==> src/rtl/mac_frame_sequencer.sv <==
// Purpose: buffers operand pairs and feeds one ACC_CYCLES-long frame per start into a MAC, then captures its result.
// Latency: result_valid rises 1 + 1 + ACC_CYCLES + MAC_LAT + 1 cycles after start when the FIFO is prefilled.
// Backpressure: in_ready drops while the FIFO is full; an empty FIFO stalls the stream with no timeout.
module mac_frame_sequencer #(
  parameter int BITWIDTH_A   = 8,
  parameter int BITWIDTH_B   = 8,
  parameter int ACC_CYCLES   = 400,
  parameter int BITWIDTH_ACC = 25,
  parameter int FIFO_DEPTH   = 4,
  parameter int MAC_LAT      = 2
) (
  input  logic                    clk,
  input  logic                    reset,
  input  logic                    start,
  input  logic                    in_valid,
  input  logic [BITWIDTH_A-1:0]   in_a,
  input  logic [BITWIDTH_B-1:0]   in_b,
  output logic                    in_ready,
  output logic                    mac_clear,
  output logic                    mac_new_data,
  output logic [BITWIDTH_A-1:0]   mac_operand_a,
  output logic [BITWIDTH_B-1:0]   mac_operand_b,
  input  logic [BITWIDTH_ACC-1:0] mac_acc_result,
  output logic [BITWIDTH_ACC-1:0] result,
  output logic                    result_valid,
  output logic                    busy
);

  localparam int PW = $clog2(FIFO_DEPTH);
  localparam int OW = PW + 1;
  localparam int CW = $clog2(ACC_CYCLES + 1);
  localparam int WW = $clog2(MAC_LAT + 1);
  localparam int DW = BITWIDTH_A + BITWIDTH_B;
  localparam logic [CW-1:0] LAST_CNT = CW'(ACC_CYCLES - 1);
  localparam logic [WW-1:0] LAST_WAIT = WW'(MAC_LAT);
  localparam logic [OW-1:0] FULL_OCC = OW'(FIFO_DEPTH);

  typedef enum logic [2:0] {IDLE, CLEAR, STREAM, DRAIN, DONE} state_t;

  state_t        state, state_nxt;
  logic [DW-1:0] mem [FIFO_DEPTH];
  logic [PW-1:0] wr_ptr, rd_ptr;
  logic [OW-1:0] occ;
  logic [CW-1:0] count;
  logic [WW-1:0] wait_cnt;
  logic          full, empty, push, pop, capture;

  assign full     = (occ == FULL_OCC);
  assign empty    = (occ == '0);
  // Held low while in reset so every output reads 0 during reset.
  assign in_ready = reset && !full;
  assign push     = in_valid && in_ready;
  assign pop      = (state == STREAM) && !empty;
  // The MAC result is stable on the last DRAIN cycle, so it is sampled there
  // and appears on result together with the result_valid pulse in DONE.
  assign capture  = (state == DRAIN) && (wait_cnt == LAST_WAIT);
  assign mac_clear = (state == CLEAR);
  assign busy      = (state != IDLE);

  // FIFO storage; contents need no reset because occupancy gates every read.
  always_ff @(posedge clk) begin
    if (push) mem[wr_ptr] <= {in_a, in_b};
  end

  // FIFO pointers and occupancy; a pop only sees words written in earlier cycles.
  always_ff @(posedge clk or negedge reset) begin
    if (!reset) begin
      wr_ptr <= '0;
      rd_ptr <= '0;
      occ    <= '0;
    end else begin
      if (push) wr_ptr <= wr_ptr + PW'(1);
      if (pop)  rd_ptr <= rd_ptr + PW'(1);
      case ({push, pop})
        2'b10:   occ <= occ + OW'(1);
        2'b01:   occ <= occ - OW'(1);
        default: occ <= occ;
      endcase
    end
  end

  // Operand register: popped pair lands here with a one-cycle strobe, otherwise held.
  always_ff @(posedge clk or negedge reset) begin
    if (!reset) begin
      mac_operand_a <= '0;
      mac_operand_b <= '0;
      mac_new_data  <= 1'b0;
    end else begin
      mac_new_data <= pop;
      if (pop) {mac_operand_a, mac_operand_b} <= mem[rd_ptr];
    end
  end

  // Pair counter for the frame and the post-stream MAC settle counter.
  always_ff @(posedge clk or negedge reset) begin
    if (!reset) begin
      count    <= '0;
      wait_cnt <= '0;
    end else begin
      if (state == CLEAR)  count <= '0;
      else if (pop)        count <= count + CW'(1);
      if (state == DRAIN)  wait_cnt <= wait_cnt + WW'(1);
      else                 wait_cnt <= '0;
    end
  end

  // Result capture register and its one-cycle valid pulse.
  always_ff @(posedge clk or negedge reset) begin
    if (!reset) begin
      result       <= '0;
      result_valid <= 1'b0;
    end else begin
      result_valid <= capture;
      if (capture) result <= mac_acc_result;
    end
  end

  // FSM state register.
  always_ff @(posedge clk or negedge reset) begin
    if (!reset) state <= IDLE;
    else        state <= state_nxt;
  end

  // FSM next-state logic; start is only looked at in IDLE.
  always_comb begin
    state_nxt = state;
    case (state)
      IDLE:    if (start) state_nxt = CLEAR;
      CLEAR:   state_nxt = STREAM;
      STREAM:  if (pop && (count == LAST_CNT)) state_nxt = DRAIN;
      DRAIN:   if (wait_cnt == LAST_WAIT) state_nxt = DONE;
      DONE:    state_nxt = IDLE;
      default: state_nxt = IDLE;
    endcase
  end

endmodule

==> config.mk <==
export PLATFORM = sky130hd
export DESIGN_NAME = mac_frame_sequencer
export DESIGN_NICKNAME = d
export VERILOG_FILES = /design/src/rtl/mac_frame_sequencer.sv
export SDC_FILE = /design/constraint.sdc
export NUM_CORES = 1
export LEC_CHECK = 0
export BUFFER_PORTS_ARGS = -buffer_cell sky130_fd_sc_hd__buf_2
export CORE_MARGIN = 2
export CORE_UTILIZATION = 59
export DETAILED_ROUTE_END_ITERATION = 8
export PLACE_DENSITY = 0.87
export SYNTH_ARGS = -nofsm -noshare
export SYNTH_HDL_FRONTEND = slang
export SYNTH_SLANG_ARGS = --single-unit
==> constraint.sdc <==
create_clock -name clk -period 4.9 [get_ports clk]
set_clock_uncertainty 0.1 [all_clocks]
set_input_delay 1.47 -clock clk [delete_from_list [all_inputs] [get_ports clk]]
set_output_delay 1.47 -clock clk [all_outputs]
set_load 0.01 [all_outputs]
==> flow_summary.toml <==
[power]
ir_drop_mv = 0.370
p_leak_nw = 2.59
power_mw = 3.84
switchingPower_mw = 1.20
seq_power_share = 0.428
power.internal_mw = 2.64
p_comb_frac = 0.276
swShare = 0.313
clkPwrFrac = 0.296
power_density_nw_per_um2 = 629

[synthesis]
synth.avg_cell_area_sq_um = 18.2
async_flop_share = 0.500
synth_fa_ha_area_frac = 0.0214
yosysTopAreaCellShare = 0.381
ys_types = 37
synth_mux_area_frac = 0.169
yosysSeqAreaShare = 0.699
synth_compound_area_frac = 0.00695
synthTopCellsByCount = "dfrtp_1, edfxtp_1, mux2_2, mux4_2, mux2_1"
syn_area_sq_um = 5040
ys_top_cells_by_area = "edfxtp_1, dfrtp_1, mux4_2, mux2_2, mux2_1"
synth_nets = 330
yosys.area.top_type = "edfxtp_1"
synth_edf_count = 64
synthXorXnorAreaFrac = 0.0226
synth_warnings = 0
synthFlopType = "edfxtp_1"
synth_top_family_by_area = "multiplexers"
yosys.area_share.simple = 0.0598
synthCells = 277
ys_ff_latch = 128

[route]
routed_via_density = 5.50
drc = 0
drt_iter0_markers = 111
vias = 2724
postRouteAntennaNets = 0
drtPass1Iterations = 4
wire_per_inst_um = 17.9
drt_wl_total_um = 8840

[finish]
diodes = 0
fin_cells = 495
nets = 430
syn2layout_area_growth_pct = 21.2
post-route-util = 0.739
final_layout_size_suffix_gt1_frac = 0.459

[global_route]
antenna_found_initial = 0
track_usage = 0.212
grt_pass1_wl_um = 13900
grt.overflow.total = 0
grt_max_degree = 65
grt_pass1_vias = 2793

[run_status]
status = "finished clean"

[setup_path]
r2r_cells = 8
cp-start-kind = "input port"
endpoint_kind = "output port"
worstPathRequired_ns = 3.33
critPathArrivalTime_ns = 2.21
crit_type = "in2out"
critPathMaxFanout = 6

[worst_hold_path]
worstHoldPathType = "reg2reg"
hold_depth = 1

[clock_tree]
post_cts_buffers = 0
clkTransAtPathRegs_ns = 0.06
cts_resized = 0
clockRootBuffer = "clkbuf_8"
clock_sinks = 128
cts_made_buffers = 17
cts_buffer_depth = 2
cts_max_level = 4
holdBufCountCts = 0
cts_tree = "built"
clock_latency_ns = 0.51

[timing]
relSlewSlack = 0.227
setup_violations = 0
rsz0062_at_grt = "no"
hold_viol = 0
drv_slew = 0
worst_pin_slew_ns = 1.16
fmax_mhz = 265
finalCritPeriodShare = 0.770
tns_ns = 0
finalCriticalPeriod_ns = 3.78

[job]
drv_cap = 0

[placed_design]
placed_cells = 463
io_buffers = 90
gp_congestion = 0.759
place_hpwl_um = 5550

[die]
rows = 33
die_x_um = 96.4
core_area_sq_um = 8260
dieArea_sq_um = 9290
die_y_um = 96.4
start_util = 0.610
io_pins = 91
## sequential cells by signal (all words and copies together) (netlist names), 3 cells and up
signal / count
count: 9
occ: 3
mem: 64
result: 25
mac_operand_a: 8
state: 3
mac_operand_b: 8
## power by group through the flow
stage               Clock, mW  Combinational, mW  Sequential, mW
finish                   1.14               1.06            1.64
global route             1.21               1.18            1.69
CTS                      1.16               1.08            1.65
detailed placement          0               1.07            1.66
global placement            0               1.02            1.64
floorplan                   0              0.776            1.63
## cell families after synthesis
group / Yosys count
buffers and inverters: 18
AND/OR/NAND/NOR: 44
XOR/XNOR: 13
flip-flops: 128
AO/OA/AOI/OAI: 6
adder cells (fa/ha/maj): 8
multiplexers: 60
## through the flow
| stage | area (sq um) | hold slack (ns) | setup slack [ns] |
|---|---|---|---|
| floorplan | 5040 | 0.308 | 1.50 |
| global placement | 5550 | 0.322 | 1.19 |
| detailed placement | 5550 | 0.334 | 1.18 |
| CTS | 6100 | 0.342 | 1.18 |
| global route | 6100 | 0.354 | 1.11 |
| finish | 6100 | 0.341 | 1.12 |
## placed cells by master (no fill, tap or decap), types with 4 or more instances in the layout
cell         n
mux2_1      11
nand2_1      4
mux4_2      16
clkinv_4     4
clkinvlp_4   4
inv_1        8
dfrtp_1     64
nor2_1      10
xnor2_1     10
and3_1       5
nor3_1       4
mux2_2      31
nand3_1      4
clkbuf_16   16
buf_2       90
edfxtp_1    64
ha_1         7
## routing by layer
| layer | track usage | vias to the layer above | wire length, um |
|---|---|---|---|
| li1 | - | 1246 | - |
| met1 | 0.249 | 1366 | 3530 |
| met2 | 0.370 | 105 | 4620 |
| met3 | 0.0644 | 7 | 623 |
| met4 | 0.0810 | 0 | 66 |
| met5 | 0 | - | 0 |
## worst paths after layout
path                                  start     endpoint  slack (ns)
worst max-delay path                  reset     in_ready        1.12
worst min-delay path            wait_cnt[0]  wait_cnt[0]        0.34
worst max register to register     state[2]       occ[2]        1.86
worst min register to register  wait_cnt[0]  wait_cnt[0]        0.34
max in group asynchronous             reset     count[2]        3.12
min in group asynchronous             reset     state[1]        1.07
## area by class of cell
cell class,instances,area [sq um]
multi-input cells,131,1410
clock inverters,15,136
flip-flops and latches,128,3520
inverters,8,30.0
well taps,105,131
clock buffers,17,414
fillers,539,2150
repair buffers,91,458
## critical path, cell delays in order
cell and delay [ns]:
buf_2 0.10, inv_1 0.05, a31oi_1 0.37, buf_2 0.22
Note: power is estimated with default switching activity, not from simulation.
